===== src/rtl/mem_arb_pkg.sv =====
// Shared types and constants for the two-port memory arbiter.
// Imported by the arbiter top and its watchdog.
package mem_arb_pkg;

   typedef enum logic [1:0] {
      IDLE,
      ISSUE,
      WAIT,
      DONE
   } arb_state_t;

   localparam logic PORT_DATA   = 1'b0;
   localparam logic PORT_IFETCH = 1'b1;

   localparam int TIMEOUT_CYCLES_DEFAULT = 1024;

   typedef struct packed {
      logic [31:0] addr;
      logic [31:0] wdata;
      logic [2:0]  funct3;
      logic        we;
   } mem_req_t;

   // Lone requester wins; on a tie the port that did not win last time wins.
   function automatic logic pick_port(input logic [1:0] req,
                                      input logic       last);
      logic p;
      unique case (req)
         2'b01:   p = PORT_DATA;
         2'b10:   p = PORT_IFETCH;
         2'b11:   p = ~last;
         default: p = last;
      endcase
      return p;
   endfunction

endpackage


===== src/rtl/bus_watchdog.sv =====
// Up-counter that flags a transaction running past LIMIT cycles.
// Cleared while idle, counts while enabled, saturates at the limit.
module bus_watchdog
   import mem_arb_pkg::*;
#(
   parameter int LIMIT = TIMEOUT_CYCLES_DEFAULT,
   localparam int W    = $clog2(LIMIT + 1)
) (
   input  logic clk,
   input  logic reset,
   input  logic clear,
   input  logic en,
   output logic expired
);

   localparam logic [W-1:0] LAST = W'(LIMIT - 1);

   logic [W-1:0] cnt;

   // Expiry is raised in the LIMIT-th enabled cycle after a clear.
   assign expired = en && (cnt == LAST);

   always_ff @(posedge clk or negedge reset) begin
      if (!reset) begin
         cnt <= '0;
      end else if (clear) begin
         cnt <= '0;
      end else if (en && !expired) begin
         cnt <= cnt + 1'b1;
      end
   end

endmodule


===== src/rtl/mem_arbiter.sv =====
// Round-robin arbiter sharing one memory port between data and ifetch.
// Sequences IDLE/ISSUE/WAIT/DONE with a watchdog on the WAIT phase.
module mem_arbiter
   import mem_arb_pkg::*;
#(
   parameter int TIMEOUT_CYCLES = TIMEOUT_CYCLES_DEFAULT
) (
   input  logic        clk,
   input  logic        reset,
   input  logic [1:0]  req,
   input  logic [31:0] addr0,
   input  logic [31:0] addr1,
   input  logic [31:0] wdata0,
   input  logic [31:0] wdata1,
   input  logic [2:0]  funct3_0,
   input  logic [2:0]  funct3_1,
   input  logic        we0,
   input  logic        we1,
   output logic [1:0]  ack,
   output logic [31:0] rdata,
   output logic        fault,
   output logic        timeout,
   output logic        mem_ce,
   output logic [31:0] mem_addr,
   output logic [31:0] mem_datain,
   output logic [2:0]  mem_funct3,
   output logic        mem_memwrite,
   input  logic [31:0] mem_dataout,
   input  logic        mem_busy,
   input  logic        mem_valid,
   input  logic        mem_fault
);

   arb_state_t state;
   logic       grant_idx;
   logic       last_grant;
   logic       win;
   logic       wd_expired;
   logic       wait_exit;
   mem_req_t   p0;
   mem_req_t   p1;
   mem_req_t   pick;
   mem_req_t   pay;

   assign p0   = {addr0, wdata0, funct3_0, we0};
   assign p1   = {addr1, wdata1, funct3_1, we1};
   assign win  = pick_port(req, last_grant);
   assign pick = win ? p1 : p0;

   // Payload register stays frozen from ISSUE through DONE.
   assign mem_addr     = pay.addr;
   assign mem_datain   = pay.wdata;
   assign mem_funct3   = pay.funct3;
   assign mem_memwrite = pay.we;

   assign wait_exit = mem_fault || !mem_busy || wd_expired;

   bus_watchdog #(
      .LIMIT(TIMEOUT_CYCLES)
   ) u_wd (
      .clk    (clk),
      .reset  (reset),
      .clear  (state != WAIT),
      .en     (state == WAIT),
      .expired(wd_expired)
   );

   always_ff @(posedge clk or negedge reset) begin
      if (!reset) begin
         state      <= IDLE;
         grant_idx  <= PORT_DATA;
         last_grant <= PORT_IFETCH;
         pay        <= '0;
         mem_ce     <= 1'b1;
         ack        <= 2'b00;
         fault      <= 1'b0;
         timeout    <= 1'b0;
         rdata      <= '0;
      end else begin
         ack <= 2'b00;
         unique case (state)
            IDLE: begin
               if (|req) begin
                  grant_idx <= win;
                  pay       <= pick;
                  mem_ce    <= 1'b0;
                  state     <= ISSUE;
               end
            end
            ISSUE: begin
               state <= WAIT;
            end
            WAIT: begin
               if (mem_fault) begin
                  fault <= 1'b1;
               end else if (!mem_busy) begin
                  if (mem_valid) rdata <= mem_dataout;
                  fault <= 1'b0;
               end else if (wd_expired) begin
                  fault   <= 1'b1;
                  timeout <= 1'b1;
               end
               if (wait_exit) begin
                  mem_ce <= 1'b1;
                  ack    <= grant_idx ? 2'b10 : 2'b01;
                  state  <= DONE;
               end
            end
            DONE: begin
               last_grant <= grant_idx;
               state      <= IDLE;
            end
         endcase
      end
   end

endmodule


===== config.mk =====
export PLATFORM = sky130hd
export DESIGN_NAME = mem_arbiter
export DESIGN_NICKNAME = d
export VERILOG_FILES = /design/src/rtl/mem_arb_pkg.sv /design/src/rtl/bus_watchdog.sv /design/src/rtl/mem_arbiter.sv
export SDC_FILE = /design/constraint.sdc
export NUM_CORES = 1
export LEC_CHECK = 0
export CAP_MARGIN = 30
export CELL_PAD_IN_SITES_DETAIL_PLACEMENT = 1
export CELL_PAD_IN_SITES_GLOBAL_PLACEMENT = 2
export CORE_MARGIN = 5
export CORE_UTILIZATION = 23
export CTS_BUF_LIST = sky130_fd_sc_hd__clkbuf_8 sky130_fd_sc_hd__clkbuf_16
export CTS_CLUSTER_DIAMETER = 50
export CTS_CLUSTER_SIZE = 8
export DETAILED_ROUTE_END_ITERATION = 10
export HOLD_SLACK_MARGIN = 0.06
export PLACE_DENSITY_LB_ADDON = 0.1
export SETUP_SLACK_MARGIN = 0.15
export SLEW_MARGIN = 30
export SYNTH_ARGS = -nofsm -noshare
export SYNTH_HDL_FRONTEND = slang
export SYNTH_SLANG_ARGS = --single-unit

===== constraint.sdc =====
create_clock -name clk -period 2.3 [get_ports clk]
set_input_delay 0.345 -clock clk [delete_from_list [all_inputs] [get_ports clk]]
set_output_delay 0.345 -clock clk [all_outputs]
set_load 0.005 [all_outputs]

==> results.json <==
{
  "status": "finished, final reports clean",
  "clock_latency_ns": 0.41,
  "fin_nets": 999,
  "n_fill_cell": 2759,
  "synth_top_cell_by_area": "dfrtp_1",
  "port_buffers": 279,
  "ant_nets": 0,
  "cp-start-kind": "flip-flop",
  "crit_end": "mem_ce",
  "synth-seq-cells": 120,
  "netlist_top_cells_count": "dfrtp_1 (118), a31oi_1 (74), nand3_1 (73)",
  "tritoncts": "done",
  "ys_warn_count": 0,
  "vdd_drop_max_mv": 0.3878,
  "rr_worst_depth": 6,
  "seq_area_frac_synth_pct": 53.93,
  "cts_buffers": 17,
  "clockBufferDepth": 2,
  "critPathSlowestCell": "clkdlybuf4s50_1",
  "post-place-ws_ns": 0.3284,
  "arrival_ns": 1.47,
  "r2r_slack_ns": 0.51,
  "dieWidth_microns": 165.7,
  "crit_required_ns": 1.96,
  "p_leak_nw": 3.628,
  "globalRouteOverflowTotal": 0,
  "fmax_mhz": 550.8,
  "antenna_found_initial": 2,
  "drc": 0,
  "r2r-end": "rdata[22]",
  "hold_violations": 0,
  "post-synth-top-count-cell": "dfrtp_1",
  "fin_crit_sh_pct": 78.94,
  "die_h_microns": 165.7,
  "area_delta_synth_final_pct": 67.02,
  "io_pins": 280,
  "drt_iter0_markers": 252,
  "synth_nets": 741,
  "clock_skew_ns": 0.009735,
  "synth_top_area_share_pct": 52.99,
  "grt_usage_pct": 16.18,
  "finalWorstSetupSlack_ns": 0.4845,
  "postSynth.asyncResetShare_pct": 100.0,
  "grt_pass1_wl_mm": 35.51,
  "cts.sinks": 120,
  "yosys-top-cells-area": "dfrtp_1 (53%), a31oi_1 (8.3%), nand3_1 (6.6%), mux2_2 (6.5%), o21ai_0 (5.7%)",
  "synth-edff-count": 0,
  "h-tree-depth": 4,
  "period_needed_ns": 1.816,
  "clkTransAtPathRegs_ns": 0.06,
  "startpoint": "mem_ce",
  "grt_pass1_vias": 5876,
  "setup_violations": 0,
  "postCtsSetupRepairBufs": 0,
  "ys.flop_type": "dfrtp_1",
  "finalWeightedCongestion": 0.7425,
  "grt_max_degree": 76,
  "whs_ns": 0.4715,
  "syn_inst": 562,
  "cp_max_fo": 2,
  "fin_util_pct": 38.61,
  "cp_num_cells": 1,
  "rsz0062_at_grt": "no",
  "ys_types": 46,
  "maxSlewViolCount": 0,
  "rows": 57,
  "hpwl_mm": 15.77,
  "maxSlewHeadroom_pct": 62.41,
  "power_per_cell_area_nw_per_um2": 1214,
  "syn-cell-area_sq_um": 5573,
  "wl_per_cell_microns": 19.64,
  "core-area_sq_um": 24110,
  "post_cts_resized": 0,
  "hold_class": "in2async",
  "cts-root-buf": "clkbuf_16",
  "initial_utilization_pct": 23.12,
  "avgSynthCellArea_sq_um": 9.916,
  "vias": 5499,
  "critPathMaxStageDelay_ns": 0.54,
  "die_area_sq_um": 27440,
  "cp-end-kind": "output port",
  "path_delay_family": "buffers and inverters",
  "drv_cap": 0,
  "tns_ns": 0,
  "worst_slew_pin_slew_ns": 0.5638,
  "cts_hold_buf": 1,
  "drive_gt1_share_pct": 10.68,
  "cp_cell_sequence": "clkdlybuf4s50_1",
  "crit_type": "reg2out",
  "r2r-start": "state[0]",
  "totalWireLength_mm": 22.77,
  "drtPass1Iterations": 6,
  "critPathBufInv": 1,
  "via_per_inst": 4.745
}
[placed cells by master, fill, tap and decap left out, types with 3 or more instances in the layout]
cell type,count
nand4_1,3
nand3_1,73
buf_12,9
nand2b_1,4
nor2_1,70
clkinvlp_4,3
clkinv_2,3
nor3_1,3
o21ai_0,64
a21oi_1,3
mux2_2,32
clkbuf_16,17
nand2_1,10
o21ai_1,8
buf_4,3
inv_6,5
clkdlybuf4s50_1,278
mux2i_1,4
a31oi_1,74
inv_1,4
dfrtp_1,118
ha_1,4
[report_power, final]
part | switching, mW | internal [mW]
Clock | 1.09 | 1.51
Sequential | 0.532 | 3.10
Combinational | 2.24 | 2.82
[final cells by class]
cell class	count	area [sq um]	area share, %
sequential	120	3005	32.29
antenna	2	5.005	0.05377
tap	324	405.4	4.355
clock inverter	15	142.6	1.532
clock buffer	17	425.4	4.571
timing repair buffer	291	2995	32.18
multi-input combinational	386	2313	24.86
inverter	4	15.01	0.1613
[per-stage QoR]
step | cells | cell area [sq um] | power [mW]
5_1_grt | 1159 | 9308 | 12.07
2_1_floorplan | 562 | 5573 | 5.761
3_3_place_gp | 1124 | 8725 | 8.659
4_1_cts | 1157 | 9303 | 11.55
6_report | 1159 | 9308 | 11.30
3_5_place_dp | 1124 | 8725 | 8.854
[routing by layer]
| layer | part of all wire (%) | global-route usage, % | up-vias | routed length [microns] |
|---|---|---|---|---|
| li1 | - | - | 2571 | - |
| met1 | 43 | 20.09 | 2743 | 9873 |
| met2 | 50 | 27.73 | 166 | 11320 |
| met3 | 5.2 | 4.409 | 19 | 1194 |
| met4 | 1.6 | 4.519 | 0 | 375 |
| met5 | 0 | 0 | - | 0 |
[registers in the layout (all words and copies together) (netlist names)]
name	flops
ack	2
fault	1
grant_idx	1
last_grant	1
mem_addr	32
mem_ce	1
mem_datain	32
mem_funct3	3
mem_memwrite	1
rdata	32
state	2
timeout	1
u_wd.cnt	11
[cell families (layout without fill, tap and decap cells)]
logic type      Yosys count  in the layout  share of synthesized area, %
compound gates          165            165                         17.44
flops                   120            120                         53.93
simple gates            180            180                         15.47
fa+ha+maj                 4              4                        0.8981
mux                      37             37                         7.387
other cells               0              2                             0
buf+inv                  56            327                         4.872
[worst min path at each step]
stage,end,slack (ns)
2_1_floorplan,ack[0],0.05
3_3_place_gp,rdata[10],0.37
3_5_place_dp,rdata[16],0.37
4_1_cts,rdata[16],0.47
5_1_grt,mem_datain[17],0.50
6_report,rdata[16],0.47
No activity file was read; power rests on OpenSTA's default activity.
